## src/rtl/sram_bist_pkg.sv

```systemverilog
`default_nettype none
// ============================================================================
// sram_bist_pkg
// March C- element tables, FSM state encoding and command helpers.
// Revision: 1.0
// ============================================================================
package sram_bist_pkg;

  localparam int MARCH_OPS_PER_WORD = 10;

  typedef enum logic [2:0] {
    M0 = 3'd0,
    M1 = 3'd1,
    M2 = 3'd2,
    M3 = 3'd3,
    M4 = 3'd4,
    M5 = 3'd5
  } march_elem_e;

  typedef enum logic [1:0] {
    ST_IDLE  = 2'd0,
    ST_RUN   = 2'd1,
    ST_DRAIN = 2'd2,
    ST_DONE  = 2'd3
  } bist_state_e;

  // Bit e of each table describes March element e.
  localparam logic [5:0] ELEM_DOWN    = 6'b01_1000;
  localparam logic [5:0] ELEM_TWO_OPS = 6'b01_1110;
  localparam logic [5:0] ELEM_RD_POL  = 6'b01_0100;
  localparam logic [5:0] ELEM_WR_POL  = 6'b00_1010;

  // Every element except M0 starts with a read; two-op elements end with a write.
  function automatic logic op_is_read(march_elem_e e, logic op);
    return !op && (e != M0);
  endfunction

  function automatic logic op_is_last(march_elem_e e, logic op);
    return op || !ELEM_TWO_OPS[e];
  endfunction

  function automatic logic op_polarity(march_elem_e e, logic op);
    return op_is_read(e, op) ? ELEM_RD_POL[e] : ELEM_WR_POL[e];
  endfunction

endpackage
`default_nettype wire

```

## src/rtl/sram_march_bist_ctrl_if.sv

```systemverilog
`default_nettype none
// ============================================================================
// sram_march_bist_ctrl_if
// CSR handshake and sram22 macro pins of the March BIST sequencer.
// Revision: 1.0
// ============================================================================
interface sram_march_bist_ctrl_if #(
  parameter int ADDR_WIDTH  = 12,
  parameter int DATA_WIDTH  = 32,
  parameter int WMASK_WIDTH = 4
);
  logic                   start;
  logic [DATA_WIDTH-1:0]  bg;
  logic                   busy;
  logic                   done;
  logic                   fail;
  logic [ADDR_WIDTH-1:0]  fail_addr;
  logic [2:0]             fail_elem;
  logic [DATA_WIDTH-1:0]  fail_data;
  logic                   sram_we;
  logic [WMASK_WIDTH-1:0] sram_wmask;
  logic [ADDR_WIDTH-1:0]  sram_addr;
  logic [DATA_WIDTH-1:0]  sram_din;
  logic [DATA_WIDTH-1:0]  sram_dout;

  modport master (
    input  start, bg, sram_dout,
    output busy, done, fail, fail_addr, fail_elem, fail_data,
           sram_we, sram_wmask, sram_addr, sram_din
  );

  modport slave (
    output start, bg, sram_dout,
    input  busy, done, fail, fail_addr, fail_elem, fail_data,
           sram_we, sram_wmask, sram_addr, sram_din
  );
endinterface
`default_nettype wire

```

## src/rtl/sram_bist_checker.sv

```systemverilog
`default_nettype none
// ============================================================================
// sram_bist_checker
// Two-stage read-compare pipeline with first-failure syndrome latch.
// Revision: 1.0
// ============================================================================
module sram_bist_checker
  import sram_bist_pkg::*;
#(
  parameter int ADDR_WIDTH = 12,
  parameter int DATA_WIDTH = 32
) (
  input  logic                  clk,
  input  logic                  rst,
  input  logic                  clear,
  input  logic                  issue,
  input  logic [DATA_WIDTH-1:0] issue_exp,
  input  logic [ADDR_WIDTH-1:0] issue_addr,
  input  march_elem_e           issue_elem,
  input  logic [DATA_WIDTH-1:0] dout,
  output logic                  mismatch,
  output logic                  fail,
  output logic [ADDR_WIDTH-1:0] fail_addr,
  output logic [2:0]            fail_elem,
  output logic [DATA_WIDTH-1:0] fail_data
);

  logic                  r_s0_valid, r_s1_valid;
  logic [DATA_WIDTH-1:0] r_s0_exp, r_s1_exp;
  logic [ADDR_WIDTH-1:0] r_s0_addr, r_s1_addr;
  march_elem_e           r_s0_elem, r_s1_elem;
  logic                  r_fail;
  logic [ADDR_WIDTH-1:0] r_fail_addr;
  logic [2:0]            r_fail_elem;
  logic [DATA_WIDTH-1:0] r_fail_data;
  logic [DATA_WIDTH-1:0] w_syndrome;

  // Stage 0 tracks the read on the pins, stage 1 the read whose data is on dout.
  assign w_syndrome = dout ^ r_s1_exp;
  assign mismatch   = r_s1_valid && (w_syndrome != '0);

  always_ff @(posedge clk) begin
    if (rst || clear) begin
      r_s0_valid <= 1'b0;
      r_s1_valid <= 1'b0;
      r_s0_exp   <= '0;
      r_s1_exp   <= '0;
      r_s0_addr  <= '0;
      r_s1_addr  <= '0;
      r_s0_elem  <= M0;
      r_s1_elem  <= M0;
    end else begin
      // A mismatch ends the test: the read still in flight is discarded.
      r_s0_valid <= issue && !mismatch;
      r_s1_valid <= r_s0_valid && !mismatch;
      r_s0_exp   <= issue_exp;
      r_s1_exp   <= r_s0_exp;
      r_s0_addr  <= issue_addr;
      r_s1_addr  <= r_s0_addr;
      r_s0_elem  <= issue_elem;
      r_s1_elem  <= r_s0_elem;
    end
  end

  always_ff @(posedge clk) begin
    if (rst || clear) begin
      r_fail      <= 1'b0;
      r_fail_addr <= '0;
      r_fail_elem <= 3'd0;
      r_fail_data <= '0;
    end else if (mismatch && !r_fail) begin
      r_fail      <= 1'b1;
      r_fail_addr <= r_s1_addr;
      r_fail_elem <= r_s1_elem;
      r_fail_data <= w_syndrome;
    end
  end

  assign fail      = r_fail;
  assign fail_addr = r_fail_addr;
  assign fail_elem = r_fail_elem;
  assign fail_data = r_fail_data;

endmodule
`default_nettype wire

```

## src/rtl/sram_march_bist_ctrl.sv

```systemverilog
`default_nettype none
// ============================================================================
// sram_march_bist_ctrl
// March C- BIST sequencer for one sram22 macro, one command per cycle.
// Revision: 1.0
// ============================================================================
module sram_march_bist_ctrl
  import sram_bist_pkg::*;
#(
  parameter int ADDR_WIDTH  = 12,
  parameter int DATA_WIDTH  = 32,
  parameter int WMASK_WIDTH = 4
) (
  input  logic                  clk,
  input  logic                  rst,
  sram_march_bist_ctrl_if.master bus
);

  localparam logic [ADDR_WIDTH-1:0] ADDR_ZERO = '0;
  localparam logic [ADDR_WIDTH-1:0] ADDR_ONE  = ADDR_WIDTH'(1);
  localparam logic [ADDR_WIDTH-1:0] ADDR_MAX  = '1;

  bist_state_e            r_state, w_state_nxt;
  march_elem_e            r_elem, w_elem_nxt;
  logic [ADDR_WIDTH-1:0]  r_addr, w_addr_nxt;
  logic                   r_op, w_op_nxt;
  logic [DATA_WIDTH-1:0]  r_bg, w_bg_nxt;
  logic                   r_busy, w_busy_nxt;
  logic                   r_done, w_done_nxt;
  logic                   r_we, w_we_nxt;
  logic [WMASK_WIDTH-1:0] r_wmask, w_wmask_nxt;
  logic [DATA_WIDTH-1:0]  r_din, w_din_nxt;

  march_elem_e            w_seq_elem;
  logic [ADDR_WIDTH-1:0]  w_seq_addr;
  logic                   w_seq_op;
  logic                   w_seq_rd;
  logic [DATA_WIDTH-1:0]  w_seq_data;
  logic                   w_last_cmd;
  logic                   w_issue_rd;
  logic                   w_clear;
  logic                   w_mismatch;
  logic                   w_fail;
  logic [ADDR_WIDTH-1:0]  w_fail_addr;
  logic [2:0]             w_fail_elem;
  logic [DATA_WIDTH-1:0]  w_fail_data;

  // Successor of the command currently on the pins; wrap is a compare, not a carry.
  always_comb begin
    w_seq_elem = r_elem;
    w_seq_addr = r_addr;
    w_seq_op   = 1'b0;
    if (!op_is_last(r_elem, r_op)) begin
      w_seq_op = 1'b1;
    end else if (r_addr == (ELEM_DOWN[r_elem] ? ADDR_ZERO : ADDR_MAX)) begin
      w_seq_elem = (r_elem == M5) ? M5 : march_elem_e'(r_elem + 3'd1);
      w_seq_addr = ELEM_DOWN[w_seq_elem] ? ADDR_MAX : ADDR_ZERO;
    end else begin
      w_seq_addr = ELEM_DOWN[r_elem] ? (r_addr - ADDR_ONE) : (r_addr + ADDR_ONE);
    end
  end

  assign w_last_cmd = (r_elem == M5) && (r_addr == ADDR_MAX);
  assign w_seq_rd   = op_is_read(w_seq_elem, w_seq_op);
  assign w_seq_data = op_polarity(w_seq_elem, w_seq_op) ? ~r_bg : r_bg;

  always_comb begin
    w_state_nxt = r_state;
    w_elem_nxt  = r_elem;
    w_addr_nxt  = r_addr;
    w_op_nxt    = r_op;
    w_bg_nxt    = r_bg;
    w_busy_nxt  = r_busy;
    w_done_nxt  = r_done;
    w_we_nxt    = 1'b0;
    w_wmask_nxt = '0;
    w_din_nxt   = '0;
    w_issue_rd  = 1'b0;
    w_clear     = 1'b0;
    case (r_state)
      ST_IDLE, ST_DONE: begin
        if (bus.start) begin
          // First command is M0 w0 at address 0 using the freshly sampled bg.
          w_state_nxt = ST_RUN;
          w_elem_nxt  = M0;
          w_addr_nxt  = ADDR_ZERO;
          w_op_nxt    = 1'b0;
          w_bg_nxt    = bus.bg;
          w_busy_nxt  = 1'b1;
          w_done_nxt  = 1'b0;
          w_we_nxt    = 1'b1;
          w_wmask_nxt = '1;
          w_din_nxt   = bus.bg;
          w_clear     = 1'b1;
        end
      end
      ST_RUN: begin
        if (w_mismatch) begin
          w_state_nxt = ST_DONE;
          w_busy_nxt  = 1'b0;
          w_done_nxt  = 1'b1;
        end else if (w_last_cmd) begin
          w_state_nxt = ST_DRAIN;
        end else begin
          w_elem_nxt  = w_seq_elem;
          w_addr_nxt  = w_seq_addr;
          w_op_nxt    = w_seq_op;
          w_we_nxt    = !w_seq_rd;
          w_wmask_nxt = w_seq_rd ? '0 : '1;
          w_din_nxt   = w_seq_rd ? '0 : w_seq_data;
          w_issue_rd  = w_seq_rd;
        end
      end
      ST_DRAIN: begin
        w_state_nxt = ST_DONE;
        w_busy_nxt  = 1'b0;
        w_done_nxt  = 1'b1;
      end
      default: w_state_nxt = ST_IDLE;
    endcase
  end

  always_ff @(posedge clk) begin
    if (rst) begin
      r_state <= ST_IDLE;
      r_elem  <= M0;
      r_addr  <= '0;
      r_op    <= 1'b0;
      r_bg    <= '0;
      r_busy  <= 1'b0;
      r_done  <= 1'b0;
      r_we    <= 1'b0;
      r_wmask <= '0;
      r_din   <= '0;
    end else begin
      r_state <= w_state_nxt;
      r_elem  <= w_elem_nxt;
      r_addr  <= w_addr_nxt;
      r_op    <= w_op_nxt;
      r_bg    <= w_bg_nxt;
      r_busy  <= w_busy_nxt;
      r_done  <= w_done_nxt;
      r_we    <= w_we_nxt;
      r_wmask <= w_wmask_nxt;
      r_din   <= w_din_nxt;
    end
  end

  sram_bist_checker #(
    .ADDR_WIDTH (ADDR_WIDTH),
    .DATA_WIDTH (DATA_WIDTH)
  ) u_checker (
    .clk        (clk),
    .rst        (rst),
    .clear      (w_clear),
    .issue      (w_issue_rd),
    .issue_exp  (w_seq_data),
    .issue_addr (w_seq_addr),
    .issue_elem (w_seq_elem),
    .dout       (bus.sram_dout),
    .mismatch   (w_mismatch),
    .fail       (w_fail),
    .fail_addr  (w_fail_addr),
    .fail_elem  (w_fail_elem),
    .fail_data  (w_fail_data)
  );

  assign bus.busy       = r_busy;
  assign bus.done       = r_done;
  assign bus.fail       = w_fail;
  assign bus.fail_addr  = w_fail_addr;
  assign bus.fail_elem  = w_fail_elem;
  assign bus.fail_data  = w_fail_data;
  assign bus.sram_we    = r_we;
  assign bus.sram_wmask = r_wmask;
  assign bus.sram_addr  = r_addr;
  assign bus.sram_din   = r_din;

endmodule
`default_nettype wire
```

## src/flat_wrapper.sv

```systemverilog
// flat-port wrapper written by rule: the top's interface ports become plain ports
module sram_march_bist_ctrl_flat import sram_bist_pkg::*;
#(
  parameter int ADDR_WIDTH  = 12,
  parameter int DATA_WIDTH  = 32,
  parameter int WMASK_WIDTH = 4
)
  (clk, rst, bus_start, bus_bg, bus_sram_dout, bus_busy, bus_done, bus_fail, bus_fail_addr, bus_fail_elem, bus_fail_data, bus_sram_we, bus_sram_wmask, bus_sram_addr, bus_sram_din);
  sram_march_bist_ctrl_if #(.ADDR_WIDTH(ADDR_WIDTH), .DATA_WIDTH(DATA_WIDTH), .WMASK_WIDTH(WMASK_WIDTH)) bus_i ();
  input  logic clk;
  input  logic rst;
  input wire logic [$bits(bus_i.start)-1:0] bus_start;
  input wire logic [$bits(bus_i.bg)-1:0] bus_bg;
  input wire logic [$bits(bus_i.sram_dout)-1:0] bus_sram_dout;
  output wire logic [$bits(bus_i.busy)-1:0] bus_busy;
  output wire logic [$bits(bus_i.done)-1:0] bus_done;
  output wire logic [$bits(bus_i.fail)-1:0] bus_fail;
  output wire logic [$bits(bus_i.fail_addr)-1:0] bus_fail_addr;
  output wire logic [$bits(bus_i.fail_elem)-1:0] bus_fail_elem;
  output wire logic [$bits(bus_i.fail_data)-1:0] bus_fail_data;
  output wire logic [$bits(bus_i.sram_we)-1:0] bus_sram_we;
  output wire logic [$bits(bus_i.sram_wmask)-1:0] bus_sram_wmask;
  output wire logic [$bits(bus_i.sram_addr)-1:0] bus_sram_addr;
  output wire logic [$bits(bus_i.sram_din)-1:0] bus_sram_din;
  assign bus_i.start = bus_start;
  assign bus_i.bg = bus_bg;
  assign bus_i.sram_dout = bus_sram_dout;
  assign bus_busy = bus_i.busy;
  assign bus_done = bus_i.done;
  assign bus_fail = bus_i.fail;
  assign bus_fail_addr = bus_i.fail_addr;
  assign bus_fail_elem = bus_i.fail_elem;
  assign bus_fail_data = bus_i.fail_data;
  assign bus_sram_we = bus_i.sram_we;
  assign bus_sram_wmask = bus_i.sram_wmask;
  assign bus_sram_addr = bus_i.sram_addr;
  assign bus_sram_din = bus_i.sram_din;
  sram_march_bist_ctrl #(.ADDR_WIDTH(ADDR_WIDTH), .DATA_WIDTH(DATA_WIDTH), .WMASK_WIDTH(WMASK_WIDTH)) u_core (.clk(clk), .rst(rst), .bus(bus_i));
endmodule
```

## config.mk

```make
export PLATFORM = sky130hd
export DESIGN_NAME = sram_march_bist_ctrl_flat
export DESIGN_NICKNAME = d
export VERILOG_FILES = /design/src/rtl/sram_bist_pkg.sv /design/src/rtl/sram_march_bist_ctrl_if.sv /design/src/rtl/sram_bist_checker.sv /design/src/rtl/sram_march_bist_ctrl.sv /design/src/flat_wrapper.sv
export SDC_FILE = /design/constraint.sdc
export NUM_CORES = 1
export LEC_CHECK = 0
export ABC_AREA = 1
export BUFFER_PORTS_ARGS = -buffer_cell sky130_fd_sc_hd__buf_2
export CAP_MARGIN = 0
export CORE_UTILIZATION = 45
export CTS_CLUSTER_SIZE = 8
export DETAILED_ROUTE_END_ITERATION = 6
export PLACE_DENSITY = 0.67
export SLEW_MARGIN = 40
export SYNTH_ARGS = -nofsm -noshare
export SYNTH_HDL_FRONTEND = slang
export SYNTH_SLANG_ARGS = --single-unit
export TNS_END_PERCENT = 30
```

## constraint.sdc

```tcl
create_clock -name clk -period 3.1 [get_ports clk]
set_clock_uncertainty 0.05 [all_clocks]
set_input_delay 0.465 -clock clk [delete_from_list [all_inputs] [get_ports clk]]
set_output_delay 0.465 -clock clk [all_outputs]
set_load 0.02 [all_outputs]
```

## Word-level counts from Yosys, hierarchy flattened

Memory sizes are Yosys's and may differ from the RTL's. A register that Yosys moved wholly into a read port is not among the register bits.
Index checks and enable logic that the tools add are counted.

| storage, ports and cells | value |
|---|---|
| flip-flop bits (word level) | 233 |
| bits in latches | 0 |
| bits in writable memories | 0 |
| bits in read-only memories | 40 |
| output and inout port bits | 99 |
| logic and storage cells | 126 |
| memories | 5 |

Memory list:

| memory | depth | bits a word | read ports | clocked after Yosys merged registers in | write ports | line | source |
|---|---|---|---|---|---|---|---|
| (no name shown) | 8 | 1 | 1 | 1 | 0 | sram_bist_pkg.sv:39 | `return op \|\| !ELEM_TWO_OPS[e];` |
| (no name shown) | 8 | 1 | 1 | 1 | 0 | sram_march_bist_ctrl.sv:55 | `end else if (r_addr == (ELEM_DOWN[r_elem] ? ADDR_ZERO : ADDR_MAX)) begin` |
| (no name shown) | 8 | 1 | 1 | 0 | 0 | sram_march_bist_ctrl.sv:57 | `w_seq_addr = ELEM_DOWN[w_seq_elem] ? ADDR_MAX : ADDR_ZERO;` |
| (no name shown) | 8 | 1 | 1 | 0 | 0 | sram_bist_pkg.sv:43 | `return op_is_read(e, op) ? ELEM_RD_POL[e] : ELEM_WR_POL[e];` |
| (no name shown) | 8 | 1 | 1 | 0 | 0 | sram_bist_pkg.sv:43 |  |

| operators by class | value |
|---|---|
| add/subtract/negate cells | 3 |
| multiply operators | 0 |
| divide/modulo/power cells | 0 |
| order comparisons | 3 |
| eq/ne operators | 11 |
| shift-type cells | 0 |
| mux-type cells | 59 |
| bitwise operators | 2 |
| reduce and logical (&&, ||, !) cells | 21 |

Operators with widths:

| operator | number |
|---|---|
| $mux 32 | 5 |
| $mux 12 | 8 |
| $pmux 32 s2 | 1 |
| $not 32->32 | 1 |
| $reduce_bool 32->1 | 1 |
| $xor 32x32->32 | 1 |
| $mux 3 | 10 |
| $pmux 12 s2 | 1 |
| $mux 1 | 20 |
| $mux 4 | 4 |
| $add 12x1->12 const B | 1 |
| $eq 12x12->1 | 1 |
| $eq 12x12->1 const B | 1 |
| $lt 3x4->1 const B | 3 |
| $sub 12x1->12 const B | 1 |
| $ne 2x2->1 const B | 4 |
| $pmux 4 s2 | 1 |
| $logic_and 1x1->1 | 6 |
| $mux 2 | 3 |
| $pmux 1 s3 | 2 |
| $pmux 2 s3 | 1 |
| $pmux 3 s2 | 1 |
| $reduce_and 2->1 | 3 |
| $eq 2x2->1 const B | 2 |
| other kinds (12) | 17 |

## Logic depth before layout (Yosys ltp)

| depth | value |
|---|---|
| depth in word-level cells | 14 |
| depth in mapped cells | 18 |
| gate-level depth less buffers | 17 |

## By module

From an unflattened synthesis, not the netlist that was laid out.

| second synthesis, totals | value |
|---|---|
| cells, all modules | 1488 |
| area, all modules | 10163.5 um^2 |

By module, submodules not included:

| module | times used | cells each | area each (um^2) |
|---|---|---|---|
| sram_bist_checker | 1 | 809 | 5460.2 |
| sram_march_bist_ctrl | 1 | 679 | 4703.3 |

## Worst setup path before layout

No wires, ideal clock.

| path | value |
|---|---|
| path kind | register to register |
| from | register (tool-made name) |
| to | register u_core.r_din[10], in the netlist u_core.bus.sram_din[10] |
| library setup time | 142 ps |
| arrival time | 2230 ps |
| slack | 678 ps |
| cell stages (with the launch flop) | 18 |
| path buffers | 1 |
| path through | dfxtp_1 -> ha_1 -> nand2_2 -> nor2_4 -> nand2_2 -> nor2_4 -> nand4_1 -> nand2_1 -> nand2_1 -> nor2_2 -> nand2_2 -> nand2_2 -> nand2_4 -> nand2_4 -> buf_6 -> nand2_2 -> nand3_2 -> a21oi_2 |

RTL lines:

| item | line | source |
|---|---|---|
| to (signal assigned) | sram_march_bist_ctrl.sv:145 | `r_din <= w_din_nxt;` |
| to (decl) | sram_march_bist_ctrl.sv:32 | `logic [DATA_WIDTH-1:0] r_din, w_din_nxt;` |

==> flow_summary.json <==
{
  "yosysUniqueCellTypes": 37,
  "io_pins": 166,
  "grt_overflow": 0,
  "routedWlPerCell_microns": 14.5,
  "cts.root.buffer_cell": "clkbuf_16",
  "hpwl_microns": 16100,
  "hold_class": "input pin to flop",
  "first_global_vias": 7313,
  "wl_microns": 23300,
  "route.met3.wl_microns": 1200,
  "antenna_found_initial": 0,
  "rsz0062_at_grt": "no",
  "hold_end": "u_core.bus.sram_din[26]",
  "fin_crit_ns": 2.75,
  "drt_iter0_drc": 371,
  "vias": 7889,
  "clk_latency_ns": 0.49,
  "cp_data_required_time_ns": 3.38,
  "crit_type": "flop to flop",
  "wl_met2_microns": 9980,
  "fin_setup_tns_ns": 0,
  "hold_depth": 3,
  "die_y_microns": 145,
  "routabilityCongestion": 0.898,
  "clock-sinks": 231,
  "ys_warn_count": 0,
  "track_usage_pct": 22.2,
  "m1WireLength_microns": 11700,
  "slew_violations": 0,
  "die_w_microns": 145,
  "drt_pass1_iterations": 4,
  "numCtsBuffers": 34,
  "grt_max_degree": 59,
  "setup_slack_ns": 0.355,
  "power.total_uw": 8340,
  "endpoint_kind": "flop",
  "status": "finished clean",
  "port_buffers": 165,
  "dr.max_layer_used": "met4",
  "syn-instance-count": 1181,
  "ys_ff_latch": 231,
  "die-area_sq_um": 21100,
  "n_antenna_cell": 0,
  "core_sq_um": 19800,
  "setup_viol": 0,
  "fin_nets": 1419,
  "area_delta_synth_final_pct": 21.7,
  "slew-limit-headroom_pct": 47.6,
  "cts_tree": "yes",
  "worstPathArrival_ns": 3.03,
  "post-place-ws_ns": 0.195,
  "ctsHoldBuffers": 0,
  "ys_seq_area_share_pct": 50.2,
  "cts_max_level": 2,
  "crit_path_max_fanout": 16,
  "ir_drop_mv": 0.476,
  "vias_per_cell": 4.92,
  "syn_avg_cell_area_sq_um": 7.80,
  "synth.net_count": 1262,
  "placed_cell_area_sq_um": 10300,
  "reg2regPathDepth": 17,
  "timing.max_cap.violations": 0,
  "drc_errors": 0,
  "clk_pin_slew_worst_paths_ns": 0.05,
  "ant_nets": 0,
  "p_leak_uw": 0.00511,
  "cts_buffer_depth": 3,
  "drive_gt1_share_pct": 20.8,
  "hold_start": "bus_bg[26]",
  "r2r-end": "u_core.bus.sram_din[14]",
  "rrSetupSlack_ns": 0.35,
  "core.rowCount": 51,
  "hold_violations": 0,
  "start_kind": "flop",
  "powerDensity_nw_per_um2": 743,
  "max_freq_mhz": 364,
  "finalCritPeriodShare_pct": 88.6,
  "synth_area_sq_um": 9220,
  "tightest_slew_ns": 0.784,
  "start_util_pct": 46.6,
  "design_area_sq_um": 11200,
  "grt_pass1_wl_microns": 38100
}
-- how the worst max path moves through the flow --
stage	from	end	slack, ns	depth (start not counted)
6_report	flop	u_core.bus.sram_din[14]	0.35	17
2_1_floorplan	flop	u_core.bus.sram_din[10]	0.68	17
4_1_cts	flop	u_core.bus.sram_din[14]	0.16	17
5_1_grt	flop	u_core.bus.sram_din[15]	0.11	17
3_3_place_gp	flop	u_core.bus.sram_din[12]	0.22	17
3_5_place_dp	flop	u_core.bus.sram_din[21]	0.19	18
-- per-layer routing --
layer	GRT usage [%]	vias to the layer above
met1	32.7	3567
met5	0	-
met4	6.05	0
met2	33.1	245
li1	-	4050
met3	3.81	27
-- cell usage in the layout (no fill, tap or decap), drive strengths merged, types with 3 or more instances in the layout --
| cell | netlist | final |
|---|---|---|
| inv | 131 | 131 |
| dfxtp | 231 | 231 |
| ha | 13 | 13 |
| xor2 | 19 | 19 |
| a22oi | 3 | 3 |
| nand3 | 83 | 83 |
| nand2 | 226 | 226 |
| o22ai | 33 | 33 |
| nor2 | 188 | 188 |
| nor3 | 13 | 13 |
| clkbuf | 42 | 38 |
| o21ai | 54 | 54 |
| o21a | 5 | 5 |
| xnor2 | 17 | 17 |
| or2 | 3 | 3 |
| a21oi | 83 | 83 |
| buf | 22 | 185 |
| nand4 | 9 | 9 |
-- synthesized netlist by cell type, drive strengths merged --
| library cell | count | share of area [%] |
|---|---|---|
| a21oi | 83 | 5.1 |
| a22oi | 3 | 0.24 |
| a31oi | 1 | 0.068 |
| buf | 22 | 1.8 |
| clkbuf | 42 | 1.7 |
| clkinv | 1 | 0.041 |
| dfxtp | 231 | 50 |
| fa | 1 | 0.22 |
| ha | 13 | 1.8 |
| inv | 131 | 5.3 |
| nand2 | 226 | 9.8 |
| nand3 | 83 | 5.0 |
| nand3b | 1 | 0.081 |
| nand4 | 9 | 0.61 |
| nor2 | 188 | 7.9 |
| nor3 | 13 | 0.71 |
| nor4 | 1 | 0.068 |
| o21a | 5 | 0.41 |
| o21ai | 54 | 3.0 |
| o21bai | 1 | 0.081 |
| o22ai | 33 | 2.2 |
| or2 | 3 | 0.20 |
| xnor2 | 17 | 1.6 |
| xor2 | 19 | 1.8 |
-- critical path, cell delays in order, from the launching register on --
cell     delay (ns)
dfxtp_2        0.42
ha_1           0.44
nand2_2        0.11
nor2_4         0.16
nand2_2        0.09
nor2_4         0.10
nand4_1        0.08
nand2_1        0.11
nand2_1        0.08
nor2_2         0.12
nand2_2        0.09
nand2_2        0.10
nand2_4        0.08
nand2_4        0.15
buf_12         0.18
nand2_1        0.08
nand3_1        0.07
a21oi_1        0.07
-- sequential cells by signal (all words and copies together), names as in the netlist, named ones only --
name,cells
u_core.u_checker.r_s0_valid,1
u_core.u_checker.fail,1
u_core.bus.sram_wmask,1
u_core.r_state,2
u_core.u_checker.r_s1_elem,3
u_core.u_checker.r_s0_exp,32
u_core.u_checker.fail_elem,3
u_core.u_checker.r_s0_addr,12
u_core.u_checker.r_s1_valid,1
u_core.u_checker.r_s1_addr,12
u_core.bus.busy,1
u_core.bus.sram_din,32
u_core.r_bg,32
u_core.r_elem,3
u_core.u_checker.r_s1_exp,32
u_core.u_checker.fail_addr,12
u_core.bus.done,1
u_core.u_checker.fail_data,32
u_core.r_op,1
u_core.bus.sram_addr,12
u_core.u_checker.r_s0_elem,3
-- kinds of logic after synthesis --
logic type      share of synthesized area [%]
xor+xnor                                 3.42
fa+ha+maj                                1.98
flops                                    50.2
simple gates                             24.4
compound gates                           11.1
buf+inv                                  8.89
-- repair_timing --
action	CTS	global route
hold endpoints to repair	0	0
gates resized for setup	0	1
setup endpoints to repair	0	63
buffers inserted	0	0
-- where the power goes --
group          internal [uW]  switching (uW)  total [uW]
clock network           2070            1180        3250
registers               3260             137        3400
logic                    524            1170        1690
total                   5860            2480        8340
-- through the flow --
stage | hold WS [ns] | std cells | utilization [%]
6_report | 0.212 | 1605 | 56.7
5_1_grt | 0.222 | 1605 | 56.7
4_1_cts | 0.196 | 1605 | 56.7
3_5_place_dp | 0.350 | 1567 | 52.0
3_3_place_gp | 0.345 | 1567 | 52.0
2_1_floorplan | 0.344 | 1181 | -
-- final cells by class --
cell class / instances / area (sq um)
Sequential cell: 231 / 4630
Clock buffer: 38 / 930
Timing Repair Buffer: 185 / 1050
Inverter: 132 / 498
Multi-Input combinational cell: 754 / 3790
Tap cell: 265 / 332
Fill cell: 1859 / 8560
Note: power is estimated with default switching activity, not from simulation.
